[config.mk]
export PLATFORM = sky130hd
export DESIGN_NAME = relu_maxpool
export DESIGN_NICKNAME = d
export VERILOG_FILES = /design/src/rtl/relu_maxpool.sv
export SDC_FILE = /design/constraint.sdc
export NUM_CORES = 1
export LEC_CHECK = 0
export BUFFER_PORTS_ARGS = -buffer_cell sky130_fd_sc_hd__buf_2
export CAP_MARGIN = 30
export CORE_ASPECT_RATIO = 0.7
export CORE_MARGIN = 10
export CORE_UTILIZATION = 61
export DETAILED_ROUTE_END_ITERATION = 8
export HOLD_SLACK_MARGIN = 0.12
export PLACE_DENSITY = 0.79
export SYNTH_ARGS = -nofsm -noshare
export SYNTH_HDL_FRONTEND = slang
export SYNTH_SLANG_ARGS = --single-unit
[constraint.sdc]
create_clock -name i_clk -period 3.9 [get_ports i_clk]
set_input_delay 0.585 -clock i_clk [delete_from_list [all_inputs] [get_ports i_clk]]
set_output_delay 0.585 -clock i_clk [all_outputs]
set_load 0.02 [all_outputs]
[src/rtl/relu_maxpool.sv]
// Streaming ReLU followed by 2x2 stride-2 pooling over a raster-order feature map.
// Max pooling by default; define AVGPOOL_EN for floor-average pooling.
module relu_maxpool #(
  parameter int unsigned DATA_WIDTH     = 8,
  parameter int unsigned FMAP_WIDTH     = 26,
  parameter int unsigned FMAP_HEIGHT    = 26,
  parameter int unsigned OUT_ADDR_WIDTH = 8
) (
  input  logic                      i_clk,
  input  logic                      i_rst,
  input  logic                      i_start,
  input  logic                      i_valid,
  input  logic [DATA_WIDTH-1:0]     i_data,
  output logic                      o_valid,
  output logic [DATA_WIDTH-1:0]     o_data,
  output logic [OUT_ADDR_WIDTH-1:0] o_addr,
  output logic                      o_busy,
  output logic                      o_done
);

  localparam int unsigned ColW     = (FMAP_WIDTH > 1) ? $clog2(FMAP_WIDTH) : 1;
  localparam int unsigned RowW     = (FMAP_HEIGHT > 1) ? $clog2(FMAP_HEIGHT) : 1;
  localparam int unsigned BufDepth = (FMAP_WIDTH / 2 > 0) ? FMAP_WIDTH / 2 : 1;
  localparam int unsigned BufIdxW  = (BufDepth > 1) ? $clog2(BufDepth) : 1;
`ifdef AVGPOOL_EN
  localparam int unsigned BufW     = DATA_WIDTH + 1;
  localparam int unsigned SumW     = DATA_WIDTH + 2;
`else
  localparam int unsigned BufW     = DATA_WIDTH;
`endif

  typedef enum logic [1:0] {StIdle, StRun, StDone} state_e;

  state_e                  state_q;
  logic [ColW-1:0]         col_q;
  logic [RowW-1:0]         row_q;
  logic [DATA_WIDTH-1:0]   h_q;
  logic [BufW-1:0]         rowbuf_q [BufDepth];

  logic                      accept;
  logic                      last_col;
  logic                      last_row;
  logic [DATA_WIDTH-1:0]     r;
  logic [BufIdxW-1:0]        buf_idx;
  logic [BufW-1:0]           pair;
  logic [DATA_WIDTH-1:0]     result;
  logic [OUT_ADDR_WIDTH-1:0] addr;

  always_comb begin
    accept   = (state_q == StRun) && i_valid;
    last_col = (col_q == ColW'(FMAP_WIDTH - 1));
    last_row = (row_q == RowW'(FMAP_HEIGHT - 1));
    r        = i_data[DATA_WIDTH-1] ? '0 : i_data;
    buf_idx  = BufIdxW'(col_q >> 1);
    addr     = OUT_ADDR_WIDTH'(32'(row_q >> 1) * (FMAP_WIDTH / 2) + 32'(col_q >> 1));
  end

`ifdef AVGPOOL_EN
  logic [SumW-1:0] sum;

  always_comb begin
    pair   = BufW'(h_q) + BufW'(r);
    sum    = SumW'(rowbuf_q[buf_idx]) + SumW'(h_q) + SumW'(r);
    result = DATA_WIDTH'(sum >> 2);
  end
`else
  always_comb begin
    pair   = (h_q > r) ? h_q : r;
    result = (rowbuf_q[buf_idx] > pair) ? rowbuf_q[buf_idx] : pair;
  end
`endif

  // Row buffer and h are never reset: every entry is written before it is read.
  always_ff @(posedge i_clk) begin
    if (i_rst) begin
      state_q <= StIdle;
      col_q   <= '0;
      row_q   <= '0;
      o_valid <= 1'b0;
      o_data  <= '0;
      o_addr  <= '0;
      o_busy  <= 1'b0;
      o_done  <= 1'b0;
    end else begin
      o_valid <= 1'b0;
      o_done  <= 1'b0;
      unique case (state_q)
        StIdle: begin
          if (i_start) begin
            state_q <= StRun;
            o_busy  <= 1'b1;
          end
        end
        StRun: begin
          if (accept) begin
            if (!col_q[0]) begin
              h_q <= r;
            end else if (!row_q[0]) begin
              rowbuf_q[buf_idx] <= pair;
            end else begin
              o_valid <= 1'b1;
              o_data  <= result;
              o_addr  <= addr;
            end
            if (last_col) begin
              col_q <= '0;
              if (last_row) begin
                row_q   <= '0;
                state_q <= StDone;
                o_busy  <= 1'b0;
                o_done  <= 1'b1;
              end else begin
                row_q <= row_q + RowW'(1);
              end
            end else begin
              col_q <= col_q + ColW'(1);
            end
          end
        end
        StDone: state_q <= StIdle;
        default: state_q <= StIdle;
      endcase
    end
  end

endmodule

Word level (Yosys, flattened, before mapping)

Memories as Yosys holds them, arrays and structs flattened. A register that Yosys moved wholly into a read port is not among the register bits.
Cells that the tools add are included.
Widths: inputs -> output; s select.

Flip-flop bits (word level): 39
Memory bits (writable): 104
Logic and storage cells: 64
Memories kept: 1

Memories:

| memory   | words | bits a word | rd ports | clocked after Yosys merged registers in | wr ports | line | text |
|---|---|---|---|---|---|---|---|
| rowbuf_q | 13    | 8           | 1        | 1                                       | 1        | 38   | `logic [BufW-1:0] rowbuf_q [BufDepth];` |

$add $sub $neg: 3
Multipliers: 1
Magnitude comparators: 2
Eq/ne operators: 7
Muxes and demuxes: 25
Bitwise gates (word level): 5
Reductions and logical operators: 11

Operators by type and width:

| kind                | count |
|---|---|
| $mux 8              | 2 |
| $mux 1              | 12 |
| $reduce_and 4->1    | 3 |
| $add 5x1->5 const B | 2 |
| $eq 5x5->1 const B  | 2 |
| $mux 5              | 2 |
| $add 8x4->8         | 1 |
| $gt 8x7->1          | 1 |
| $gt 8x8->1          | 1 |
| $mul 4x4->8 const B | 1 |
| $mux 2              | 4 |
| $mux 4              | 2 |
| $ne 2x2->1 const B  | 4 |
| $reduce_or 4->1     | 2 |
| $mux 7              | 1 |
| $not 1->1           | 5 |
| $reduce_and 5->1    | 1 |
| $pmux 2 s2          | 1 |
| $reduce_and 3->1    | 1 |
| $eq 2x1->1 const B  | 1 |
| $logic_not 2->1     | 1 |
| $pmux 1 s2          | 1 |
| $reduce_and 2->1    | 1 |
| $reduce_bool 2->1   | 1 |
| $logic_and 1x1->1   | 1 |

Depth between registers and ports, before layout

Gate-level depths: netlist (run 1).

Depth in word-level cells: 6
Gate-level depth with buffers: 15
Mapped depth without buffers: 15

Worst setup path after synthesis (run 1)

OpenSTA, ideal clock, no wires.

Kind: input to register
Start: input i_data[3]
End: register o_data[0]
Arrival: 3.570 ns
Required time: 3.809 ns
Path slack: 0.239 ns
Stages on the path: 14
Buffers on the path: 0
Path through: nor2b_1 -> inv_1 -> ha_1 -> nand4_1 -> o21ai_1 -> o32a_1 -> and3_1 -> inv_1 -> ha_1 -> and3_1 -> o21ai_0 -> a32oi_1 -> nand2b_1 -> a311oi_1

Word-level cells in the longest chain between the ends: 5

Ends and longest elaborated chain:

| element              | line | text |
|---|---|---|
| from (decl)          | 13   | `input logic [DATA_WIDTH-1:0] i_data,` |
| $mux 7               | 53   | `r = i_data[DATA_WIDTH-1] ? '0 : i_data;` |
| $gt 8x7->1           | 68   | `pair = (h_q > r) ? h_q : r;` |
| $mux 8               | 68   |  |
| via pair[4]          | 45   | `logic [BufW-1:0] pair;` |
| $gt 8x8->1           | 69   | `result = (rowbuf_q[buf_idx] > pair) ? rowbuf_q[buf_idx] : pair;` |
| $mux 8               | 69   |  |
| to (signal assigned) | 102  | `o_data <= result;` |
| to (decl)            | 15   | `output logic [DATA_WIDTH-1:0] o_data,` |

The timed path passes the listed nets, and every way through them passes these cells.
A chain may end at the register's enable or synchronous reset.

Final worst setup path (run 1)

Start: input i_data[7]
End: register o_data[1]

Word-level cells in the longest chain between the ends: 5

Ends and longest elaborated chain:

| element    | line | text |
|---|---|---|
| $mux 7 (*) | 53   |  |
| via r[2]   | 43   | `logic [DATA_WIDTH-1:0] r;` |
| $gt 8x7->1 | 68   |  |
| $mux 8 (*) | 68   |  |
| $gt 8x8->1 | 69   |  |
| $mux 8 (*) | 69   |  |

Mark *: on every way through the listed nets, which the timed path passes. The rest lies on a longest branch.

==> results.yml, run 1 <==
worst_setup_path:
  worstPathArrival_ns: 3.95
  required_ns: 4.22
  crit_fanout: 7
  crit_type: "input port to flop"
  cp-end-kind: "flop"
  critPathLaunchType: "input port"
placed_design:
  dp_hpwl_um: 9280
  port_buffers: 29
  dpl-instance-area_sq_um: 6640
  place.gp.congestion: 0.891
  place_ws_ns: -0.0822
synth:
  synth_warnings: 0
  synth_ff_type: "edfxtp_1"
  synth.avg_cell_area_sq_um: 13.2
  ys_seq_area_share_pct: 57.3
  synth-seq-cells: 132
  synth_cell_types: 49
  netlist_instances: 479
  syn_nets: 531
  async_flop_share_pct: 0
  synth_area_sq_um: 6330
  synth_edf_count: 98
clock_network:
  cts_htree_levels: 4
  post-cts-setup-buffers: 0
  cts_hold_buf: 0
  clk_latency_ns: 0.43
  root_buffer: "clkbuf_16"
  cts_made_buffers: 17
  cts_tree: "yes"
  cts.path.max_buffers: 2
  clk_pin_slew_ns: 0.06
  cts.sinks: 132
  cts_resized: 0
detailed_routing:
  viasPerCell: 6.16
  dr.pass1.iters: 5
  drtIter0Drc: 325
  wl_per_cell_um: 20.1
  vias: 4146
  ant_nets: 0
  finalWirelength_um: 13500
  drc: 0
timing:
  relSlewSlack_pct: 42.5
  worst_slack_ns: 0.276
  fin_crit_sh_pct: 92.9
  drv_slew: 0
  fin_tns_setup_ns: 0
  fin_crit_ns: 3.62
  worst_pin_slew_ns: 0.860
  hold_viol: 0
  rsz0062_at_grt: "false"
  max_freq_mhz: 276
  fin_skew_ns: 0.0145
  finalSetupViolations: 0
power_and_ir_drop:
  leakage_uw: 0.00277
  powerDensity_nw_per_um2: 451
  vdd_ir_drop_max_mv: 0.328
finish:
  diodes: 0
  fill_cells: 720
  final_nets: 580
  syn_to_final_growth_pct: 14.1
  drive_gt1_share_pct: 17.7
  fin_area_sq_um: 7220
global_route:
  grt_antenna_before_repair: 0
  grt_pass1_wl_um: 21800
  gr-total-overflow: 0
  grt_pass1_vias: 4081
  grt_use_total_pct: 18.7
  grt_max_degree: 36
worst_hold_path:
  hp-class: "flop to flop"
die:
  dieArea_sq_um: 14900
  ios: 31
  core_sq_um: 10200
  chipWidth_um: 142
  fp-row-count: 31
  die_height_um: 105
  start_util_pct: 61.8
status:
  status: "finished clean"
job:
  cap_violations: 0
==> logic make-up (layout without fill, tap and decap cells) <==
group,count (synthesis),in the layout,share of synthesized area (%)
xor+xnor,7,7,0.969
other cells,1,1,0.0593
simple gates,147,147,11.9
fa+ha+maj,40,40,8.15
buf+inv,48,110,4.09
mux,27,27,9.43
flops,132,132,57.3
compound gates,77,77,8.19
==> registers in the layout, summed over array words and instances (netlist names), named ones only <==
signal and cells:
o_data 7, o_valid 1, h_q 7, rowbuf_q 91
col_q 5, row_q 5, o_done 1, o_addr 8
state_q 2, o_busy 1
==> per-stage QoR <==
stage	util, %	total power, uW	instances	hold slack (ns)
final	70.5	3260	673	0.452
after global routing	70.5	3360	673	0.470
after CTS	70.5	3270	673	0.453
after detailed placement	64.9	1740	641	0.445
after global placement	64.9	1730	641	0.437
after floorplan	-	1680	479	0.478
==> worst max-delay path: stages <==
cell and delay [ns]:
buf_2 0.14, nor2b_1 0.26, inv_1 0.08, ha_1 0.30, nand4_1 0.13, o21ai_1 0.44
o32a_1 0.28, nand3_1 0.13, ha_1 0.35, a21oi_1 0.14, o22ai_1 0.09, o21ai_0 0.26
a32o_1 0.35, nand4_1 0.15, a211oi_1 0.25
==> path summary, 6_finish.rpt <==
path              startpoint        end  slack, ns  cells past startpoint
hold reg to reg    o_addr[2]  o_addr[2]       0.45                      2
hold / removal     o_addr[2]  o_addr[2]       0.45                      2
setup / recovery   i_data[7]  o_data[1]       0.28                     15
setup reg to reg      h_q[1]  o_data[1]       0.39                     13
==> cells in the final DEF, fill, tap and decap left out, types with 17 or more instances in the layout <==
cell,n
nand2_1,29
mux4_1,17
ha_1,38
edfxtp_1,98
inv_1,28
buf_2,29
nor2_1,34
a21oi_1,26
clkbuf_16,17
buf_4,21
dfxtp_1,34
==> power breakdown <==
group          total, uW  internal [uW]  switching (uW)
logic                177           61.7             115
registers           1540           1530            5.40
clock network       1540            852             691
total               3260           2440             812
==> cell usage after synthesis (all sizes together) (6+ instances only) <==
library cell	n	area (sq um)
nor4b	6	52.6
nor2	35	134
o21ai	8	40.0
nand2	29	109
nor3	11	55.1
mux4	21	537
inv	28	105
nand4	11	68.8
mux2i	6	60.1
nor2b	13	81.3
or3	7	43.8
and3	8	50.1
dfxtp	34	681
a211oi	12	90.1
clkbuf	8	30.0
a21oi	32	183
ha	38	475
o32a	6	60.1
buf	12	124
edfxtp	98	2940
nand3	15	75.1
==> cell type report <==
cell class | instances | area (sq um) | share of cell area, %
sequential | 132 | 3620 | 50.2
multi-input combinational | 299 | 2450 | 33.9
clock buffer | 17 | 425 | 5.89
timing repair buffer | 50 | 303 | 4.19
tap | 132 | 165 | 2.29
clock inverter | 15 | 150 | 2.08
inverter | 28 | 105 | 1.46
==> per-layer routing <==
metal  vias to the layer above  track usage [%]  wire length (um)  share of wire [%]
met2                       155             27.7              6280                 46
met1                      2038             24.9              6160                 45
li1                       1937                -                 -                  -
met5                         -                0                 0                  0
met3                        16             6.77               965                7.1
met4                         0             6.26               132               0.97
Power figures use the tool's default switching activity.
==> run 2: changes to the inputs <==
--- a/config.mk
+++ b/config.mk
@@ -13,6 +13,7 @@
 export DETAILED_ROUTE_END_ITERATION = 8
 export HOLD_SLACK_MARGIN = 0.12
 export PLACE_DENSITY = 0.79
+export RECOVER_POWER = 50
 export SYNTH_ARGS = -nofsm -noshare
 export SYNTH_HDL_FRONTEND = slang
 export SYNTH_SLANG_ARGS = --single-unit
==> run 2 against run 1 <==
Compared with the run above: clock-buffer cell count stayed put; flip-flop and latch count stayed put; highest routed layer unchanged; fmax is 0.18% lower; critical path depth stayed put; critical path type unchanged; worst hold slack better by 0.0025 ns.
==> results.yml, run 2 (synthesis results as in run 1) <==
power_and_ir_drop:
  sw_frac_of_total_pct: 24.9
  leakage_uw: 0.00265
  vdd_ir_drop_max_mv: 0.329
  pwr-share-seq_pct: 47.2
  internal-power_uw: 2440
  power.total_uw: 3250
  power.clock.fraction_pct: 47.5
  power_switching_uw: 811
  p_comb_share_pct: 5.3
  powerDensity_nw_per_um2: 454
timing:
  rsz0062_at_grt: "false"
  worst_hold_slack_ns: 0.455
  fin_crit_ns: 3.63
  fin_crit_sh_pct: 93.1
  max_freq_mhz: 275
  relSlewSlack_pct: 43.3
  drv_slew: 0
  worst_pin_slew_ns: 0.847
  hold_viol: 0
  worst_slack_ns: 0.269
  finalSetupViolations: 0
  fin_skew_ns: 0.0116
clock_network:
  cts_tree: "yes"
  cts.path.max_buffers: 2
  cts.sinks: 132
  clk_latency_ns: 0.42
  cts_htree_levels: 4
  cts_made_buffers: 17
  clk_pin_slew_ns: 0.06
  post-cts-setup-buffers: 0
  cts_hold_buf: 0
  root_buffer: "clkbuf_16"
  cts_resized: 0
finish:
  layout_commonest_cell: "edfxtp_1"
  largest_registers: "rowbuf_q: 91 flops, o_addr: 8 flops"
  syn_to_final_growth_pct: 13.1
  diodes: 0
  drive_gt1_share_pct: 12.4
  regMostFlops: "rowbuf_q"
  largest_reg_flops: 91
  final_nets: 580
  final_cell_mix: "edfxtp_1, ha_1, nor2_1, dfxtp_1, nand2_1"
global_route:
  grt_use_total_pct: 18.7
  grt_pass1_wl_um: 21800
  grt_antenna_before_repair: 0
  gr-total-overflow: 0
  grt_pass1_vias: 4081
  grt_max_degree: 36
die:
  die_height_um: 105
  core_sq_um: 10200
  start_util_pct: 61.8
  fp-row-count: 31
  dieArea_sq_um: 14900
  chipWidth_um: 142
  ios: 31
worst_setup_path:
  crit_type: "input port to flop"
  worstPathArrival_ns: 3.95
  crit_fanout: 7
  required_ns: 4.22
  critPathLaunchType: "input port"
  cp-end-kind: "flop"
detailed_routing:
  ant_nets: 0
  drtIter0Drc: 305
  wl_per_cell_um: 20.0
  viasPerCell: 6.10
  vias: 4108
  dr.pass1.iters: 5
  drc: 0
  finalWirelength_um: 13500
placed_design:
  port_buffers: 29
  place.gp.congestion: 0.891
  dp_hpwl_um: 9280
  place_ws_ns: -0.0822
worst_hold_path:
  hp-class: "flop to flop"
status:
  status: "finished clean"
job:
  cap_violations: 0
==> run 2: changes by cell type in the layout (fill, tap and decap cells not counted) <==
cell and change:
nor2_2 -1, clkbuf_1 +28, nor2_1 +1, buf_2 -18
and2_0 +1, buf_4 -10, and2_1 -1
==> run 2: path summary, 6_finish.rpt <==
kind | to | slack [ns] | start | cells after the start
max | o_data[1] | 0.27 | i_data[7] | 15
max reg2reg | o_data[1] | 0.38 | h_q[1] | 13
min reg2reg | o_addr[2] | 0.45 | o_addr[2] | 2
min | o_addr[2] | 0.45 | o_addr[2] | 2
==> run 2: critical path, cell delays in order <==
cell      delay, ns
buf_2          0.14
nor2b_1        0.26
inv_1          0.08
ha_1           0.30
nand4_1        0.13
o21ai_1        0.44
o32a_1         0.28
nand3_1        0.13
ha_1           0.35
a21oi_1        0.14
o22ai_1        0.09
o21ai_0        0.26
a32o_1         0.35
nand4_1        0.16
a211oi_1       0.26
==> run 2: area by class of cell <==
type | count | area (sq um)
Sequential cell | 132 | 3620
Tap cell | 132 | 165
Fill cell | 742 | 3080
Inverter | 28 | 105
Clock inverter | 15 | 150
Clock buffer | 17 | 425
Timing Repair Buffer | 50 | 243
Multi-Input combinational cell | 299 | 2440
==> run 2: metrics by stage <==
step	util [%]	TNS [ns]	cell area [sq um]	std cells
after floorplan	-	0	6330	479
after global placement	64.9	0	6640	641
after detailed placement	64.9	-0.130	6640	641
after CTS	70.5	0	7220	673
after global routing	69.9	0	7160	673
final	69.9	0	7160	673
==> run 2: power by group through the flow <==
stage	registers, uW	clock network [uW]	logic [uW]
final	1540	1540	173
after global routing	1540	1630	193
after CTS	1540	1560	174
after detailed placement	1570	0	172
after global placement	1570	0	163
after floorplan	1560	0	113
==> run 2: routing by layer <==
| metal | routed length [um] | track usage (%) | vias up |
|---|---|---|---|
| li1 | - | - | 1938 |
| met3 | 974 | 6.77 | 18 |
| met4 | 144 | 6.26 | 0 |
| met5 | 0 | 0 | - |
| met1 | 6000 | 24.9 | 1999 |
| met2 | 6360 | 27.7 | 153 |
